File: src/rtl/clkdiv_ctrl_pkg.sv
// Shared definitions for the divided-clock controller.
// Holds the FSM state encoding and the parameter defaults.
package clkdiv_ctrl_pkg;

    localparam int CNT_W_DEF       = 8;
    localparam int DEFAULT_DIV_DEF = 5;

    typedef enum logic [1:0] {
        ST_IDLE = 2'd0,
        ST_RUN  = 2'd1,
        ST_STOP = 2'd2
    } state_t;

endpackage

File: src/rtl/clkdiv_phase_cnt.sv
// Loadable 0..N-1 phase counter for the divided-clock controller.
// Flags the last phase of a period and the high half of the next phase.
module clkdiv_phase_cnt #(
    parameter int CNT_W = 8
) (
    input  logic             clk,
    input  logic             rst,
    input  logic             i_adv,
    input  logic [CNT_W-1:0] i_div,
    input  logic [CNT_W-1:0] i_div_nxt,
    output logic             o_wrap,
    output logic [CNT_W-1:0] o_phase_nxt,
    output logic             o_high_nxt
);

    localparam logic [CNT_W-1:0] ONE = CNT_W'(1);

    logic [CNT_W-1:0] r_phase;
    logic             w_wrap;
    logic [CNT_W-1:0] w_phase_nxt;
    logic [CNT_W-1:0] w_hi_len;

    assign w_wrap      = (r_phase == i_div - ONE);
    // Clearing when not advancing holds phase 0 in IDLE and restarts it on entry to RUN.
    assign w_phase_nxt = (!i_adv || w_wrap) ? '0 : r_phase + ONE;
    // ceil(N/2) without a CNT_W+1 bit intermediate, so N = 2**CNT_W-1 cannot overflow.
    assign w_hi_len    = (i_div_nxt >> 1) + {{(CNT_W-1){1'b0}}, i_div_nxt[0]};

    assign o_wrap      = w_wrap;
    assign o_phase_nxt = w_phase_nxt;
    assign o_high_nxt  = (w_phase_nxt < w_hi_len);

    always_ff @(posedge clk) begin
        if (rst) r_phase <= '0;
        else     r_phase <= w_phase_nxt;
    end

endmodule

File: src/rtl/clkdiv_ctrl.sv
// Run-time divide-ratio controller: FSM, one-entry pending ratio and config handshake.
// Produces a registered per-period enable pulse and a near-50% duty level on clk.
module clkdiv_ctrl
    import clkdiv_ctrl_pkg::*;
#(
    parameter int CNT_W       = CNT_W_DEF,
    parameter int DEFAULT_DIV = DEFAULT_DIV_DEF
) (
    input  logic             clk,
    input  logic             rst,
    input  logic             en_i,
    input  logic             cfg_valid,
    input  logic [CNT_W-1:0] cfg_div,
    output logic             cfg_ready,
    output logic             cfg_err,
    output logic             div_en,
    output logic             div_out,
    output logic             busy
);

    localparam logic [CNT_W-1:0] DEF_DIV = CNT_W'(DEFAULT_DIV);

    state_t           r_state, w_state_nxt;
    logic [CNT_W-1:0] r_div, w_div_nxt;
    logic [CNT_W-1:0] r_pend, w_pend_nxt;
    logic             r_pend_vld, w_pend_vld_nxt;
    logic             w_accept, w_legal, w_wrap, w_adv, w_run_nxt, w_high_nxt;
    logic [CNT_W-1:0] w_phase_nxt;

    assign w_accept  = cfg_valid && cfg_ready;
    assign w_legal   = w_accept && (cfg_div != '0);
    assign w_run_nxt = (w_state_nxt != ST_IDLE);
    assign w_adv     = (r_state != ST_IDLE) && w_run_nxt;

    // NOTE: every always_comb output gets a default first so no path can infer a latch.
    always_comb begin
        w_state_nxt    = r_state;
        w_div_nxt      = r_div;
        w_pend_nxt     = r_pend;
        w_pend_vld_nxt = r_pend_vld;
        case (r_state)
            ST_IDLE: begin
                if (en_i)    w_state_nxt = ST_RUN;
                if (w_legal) w_div_nxt   = cfg_div;
            end
            default: begin
                // Leaving only on the last phase keeps the final period full length.
                if (!en_i && w_wrap) w_state_nxt = ST_IDLE;
                else if (!en_i)      w_state_nxt = ST_STOP;
                else                 w_state_nxt = ST_RUN;
                if (w_wrap && r_pend_vld) begin
                    w_div_nxt      = r_pend;
                    w_pend_vld_nxt = 1'b0;
                end
                if (w_legal) begin
                    if (w_state_nxt == ST_IDLE) begin
                        w_div_nxt = cfg_div;
                    end else begin
                        w_pend_nxt     = cfg_div;
                        w_pend_vld_nxt = 1'b1;
                    end
                end
            end
        endcase
    end

    clkdiv_phase_cnt #(
        .CNT_W (CNT_W)
    ) u_phase_cnt (
        .clk         (clk),
        .rst         (rst),
        .i_adv       (w_adv),
        .i_div       (r_div),
        .i_div_nxt   (w_div_nxt),
        .o_wrap      (w_wrap),
        .o_phase_nxt (w_phase_nxt),
        .o_high_nxt  (w_high_nxt)
    );

    // NOTE: sequential state uses non-blocking assignments so all registers see pre-edge values.
    always_ff @(posedge clk) begin
        if (rst) r_state <= ST_IDLE;
        else     r_state <= w_state_nxt;
    end

    always_ff @(posedge clk) begin
        if (rst) begin
            r_div      <= DEF_DIV;
            r_pend     <= '0;
            r_pend_vld <= 1'b0;
            cfg_ready  <= 1'b1;
            cfg_err    <= 1'b0;
            div_en     <= 1'b0;
            div_out    <= 1'b0;
            busy       <= 1'b0;
        end else begin
            r_div      <= w_div_nxt;
            r_pend     <= w_pend_nxt;
            r_pend_vld <= w_pend_vld_nxt;
            cfg_ready  <= !w_pend_vld_nxt;
            cfg_err    <= w_accept && (cfg_div == '0);
            div_en     <= w_run_nxt && (w_phase_nxt == '0);
            div_out    <= w_run_nxt && w_high_nxt;
            busy       <= w_run_nxt;
        end
    end

endmodule

File: config.mk
export PLATFORM = sky130hd
export DESIGN_NAME = clkdiv_ctrl
export DESIGN_NICKNAME = d
export VERILOG_FILES = /design/src/rtl/clkdiv_ctrl_pkg.sv /design/src/rtl/clkdiv_phase_cnt.sv /design/src/rtl/clkdiv_ctrl.sv
export SDC_FILE = /design/constraint.sdc
export NUM_CORES = 1
export LEC_CHECK = 0
export BUFFER_PORTS_ARGS = -buffer_cell sky130_fd_sc_hd__buf_2
export CAP_MARGIN = 20
export CORE_UTILIZATION = 45
export DETAILED_ROUTE_END_ITERATION = 6
export GPL_TIMING_DRIVEN = 0
export PLACE_DENSITY = 0.65
export SLEW_MARGIN = 20
export SYNTH_ARGS = -nofsm -noshare
export SYNTH_HDL_FRONTEND = slang
export SYNTH_SLANG_ARGS = --single-unit
File: constraint.sdc
create_clock -name clk -period 3.68 [get_ports clk]
set_input_delay 0.184 -clock clk [delete_from_list [all_inputs] [get_ports clk]]
set_output_delay 0.184 -clock clk [all_outputs]
set_load 0.005 [all_outputs]
==> impl_metrics.ini <==
[outcome]
status = finished with violations
violations = setup timing

[sta]
tightest_slew_ns = 0.957
min_period_over_period = 1.07
fin_crit_ns = 3.95
slew_headroom = 0.362
layout_setup_ws_ns = -0.267
skew_ns = 0.00516
max_freq_ghz = 0.253
rsz0062_at_grt = true
slew_viol_final = 0
setup_viol = 1
hold_viol_final = 0
finalSetupTns_ns = -0.267

[setup_path]
arrival_ns = 4.18
crit_chain = inv_2 > ha_4 > buf_12 > xnor2_1 > and4b_1 > a41oi_1 > nand2_2 > nand4_4 > o21bai_4 > inv_2 > buf_4 > a221oi_4 > ha_4 > ha_4 > nand2_2 > o22ai_4 > nor4b_4 > xor2_1 > ha_1 > a21oi_2 > o22ai_1 > nor3_1 > o31a_1
critical_path.most_common_cell = ha_4
cp_slowest_cell = dfxtp_4
r2r-start = r_div[1]$_SDFF_PP0_
setup.worst_path.class = flop to flop
cp.required_ns = 3.92
worstRegToRegCells = 23
cp_max_fo = 6
start_kind = flop
rrSetupSlack_ns = -0.27
crit_path_max_incr_delay_ns = 0.38
end_kind = flop
r2r_end = div_out$_SDFF_PP0_

[clock_tree]
clk_latency_ns = 0.29
clk_pin_slew_ns = 0.07
root_buffer = clkbuf_8
cts_made_buffers = 5
clockBufferDepth = 2
cts_tree = built
cts_hold_buf = 0
cts.sinks = 32
cts_max_level = 2

[layout]
drive_gt1_frac = 0.298
diodes = 0
syn2layout_area_growth_pct = 27.8
finalNetCount = 311
postLayoutCellArea_mm2 = 0.00263

[yosys]
synthArstFlopShare = 0
ys_ff_latch = 32
syn_inst = 250
synth-edff-count = 0
synth_cell_types = 58
synth.yosys.seq_area_share = 0.312
syn_nets = 273
synth_area_mm2 = 0.00205
ys_warn_count = 0
syn-mean-instance-area_um2 = 8.22
ys.flop_type = dfxtp_1

[placement]
dpl.hpwl_mm = 3.65
gp_congestion = 0.798
placed_cell_area_mm2 = 0.00228
port_buffers = 16

[die]
die_w_um = 69.6
pin_count = 17
die_area_mm2 = 0.00484
initial_core_util = 0.469
die_h_um = 69.6
core-area_mm2 = 0.00438
rows = 24

[grt]
grtUsageTotal = 0.224
first_global_vias = 1756
gr-total-overflow = 0
grt_max_degree = 13
antenna_found_initial = 0
grt_pass1_wl_mm = 8.48

[worst_hold_path]
hold_class = input pin to flop
hold_start = rst
hold_depth = 2
hold_end = r_state[0]$_SDFF_PP0_

[pwr]
pwr_density_cell_mw_per_mm2 = 383
ir_worst_vdd_mv = 0.187
leakage_nw = 1.10

[flow_run]
cap_violations = 0

[route]
dr.first_iter.drc_count = 92
dr.pass1.iters = 4
wl_mm = 5.22
routed_via_density = 5.60
drc = 0
routed-via-count = 1909
ant_nets = 0
route.detailed.wl_per_inst_um = 15.3
through the flow:
step                 util  power [W]  hold WS, ns  cells  setup WS (ns)
global route        0.599    0.00106        0.113    341         -0.537
finish              0.599    0.00101        0.110    341         -0.267
floorplan               -   0.000552        0.262    250         -0.143
CTS                 0.589   0.000998        0.104    337         -0.254
global placement    0.520   0.000604        0.402    318         -0.457
detailed placement  0.520   0.000608        0.408    318         -0.482
layout by cell type (no fill, tap or decap), drive strengths merged, types with 3 or more instances in the layout:
master  netlist  final
xor2          7      7
buf           8     39
or2           3      3
o21ai         6      6
a222oi        3      3
dfxtp        32     32
nor4          3      3
ha           11     11
or4           3      3
and3          3      3
nand2        12     12
inv          16     17
nand4         4      4
a21oi        11     11
clkbuf        5     10
mux2i         8      8
nand2b        4      4
nand3         6      6
xnor2        12     12
a211oi        3      3
nor3         17     17
nor2         41     41
worst max-delay path by stage:
stage,from,to,slack (ns),cells after the start
global placement,r_div[0]$_SDFF_PP1_,div_out$_SDFF_PP0_,-0.46,23
global route,r_div[2]$_SDFF_PP1_,div_out$_SDFF_PP0_,-0.54,21
CTS,r_div[1]$_SDFF_PP0_,div_out$_SDFF_PP0_,-0.25,21
finish,r_div[1]$_SDFF_PP0_,div_out$_SDFF_PP0_,-0.27,23
detailed placement,r_div[0]$_SDFF_PP1_,div_out$_SDFF_PP0_,-0.48,23
floorplan,r_div[0]$_SDFF_PP1_,div_out$_SDFF_PP0_,-0.14,21
routing by layer:
layer,part of all wire,track usage,vias up
met1,0.47,0.306,896
met5,0,0,-
li1,-,-,964
met2,0.47,0.347,41
met3,0.044,0.0378,8
met4,0.016,0.0975,0
cell type report:
class | instances | area, um^2
buffer | 12 | 73.8
clock buffer | 5 | 68.8
clock inverter | 3 | 46.3
fill | 387 | 1760
inverter | 16 | 65.1
multi-input combinational | 189 | 1440
sequential | 32 | 652
tap | 52 | 65.1
timing repair buffer | 32 | 213
timing repair:
| action | CTS | global route |
|---|---|---|
| buffers inserted | 12 | 4 |
| endpoints found under the setup margin | 1 | 1 |
| pin swaps | 12 | 3 |
| resized for setup | 18 | 3 |
| gates cloned | 0 | 0 |
power breakdown:
group | total, W | internal (W) | switching, W
Combinational | 0.000273 | 0.000124 | 0.000149
Clock | 0.000350 | 0.000204 | 0.000146
Sequential | 0.000382 | 0.000365 | 0.0000171
registers in the layout, indices dropped and copies added (netlist names), 2 cells and up:
name / cells
r_div: 8
r_state: 2
u_phase_cnt.r_phase: 8
r_pend: 8
worst max-delay path: cells and delay by family (launching register included):
kind | cells | cell delay [ns]
flip-flops | 1 | 0.38
buffers and inverters | 4 | 0.37
AO/OA/AOI/OAI | 7 | 1.05
adder cells (fa/ha/maj) | 4 | 0.79
AND/OR/NAND/NOR | 6 | 0.99
XOR/XNOR | 2 | 0.32
cell usage after synthesis (4+ instances only):
cell | instances | area share
dfxtp_1 | 32 | 0.31
ha_1 | 11 | 0.067
xor2_1 | 7 | 0.030
o21ai_0 | 6 | 0.015
nand3_1 | 6 | 0.015
nor3_1 | 17 | 0.041
xnor2_1 | 12 | 0.051
nand2b_1 | 4 | 0.012
clkbuf_1 | 5 | 0.0091
nand2_1 | 11 | 0.020
nor2_1 | 40 | 0.073
a21oi_1 | 10 | 0.024
inv_1 | 16 | 0.029
mux2i_1 | 8 | 0.039
cell families (layout without fill, tap and decap cells):
logic type                 count (synthesis)  after routing  synth area share
muxes                                     10             10            0.0499
adders and majority gates                 11             11            0.0670
AOI/OAI and AO/OA                         43             43             0.151
xor gates and xnor gates                  19             19            0.0810
and+or+nand+nor                          106            106             0.270
DFF                                       32             32             0.312
buffers and inverters                     29             68            0.0688
(Power assumes the default switching activity.)
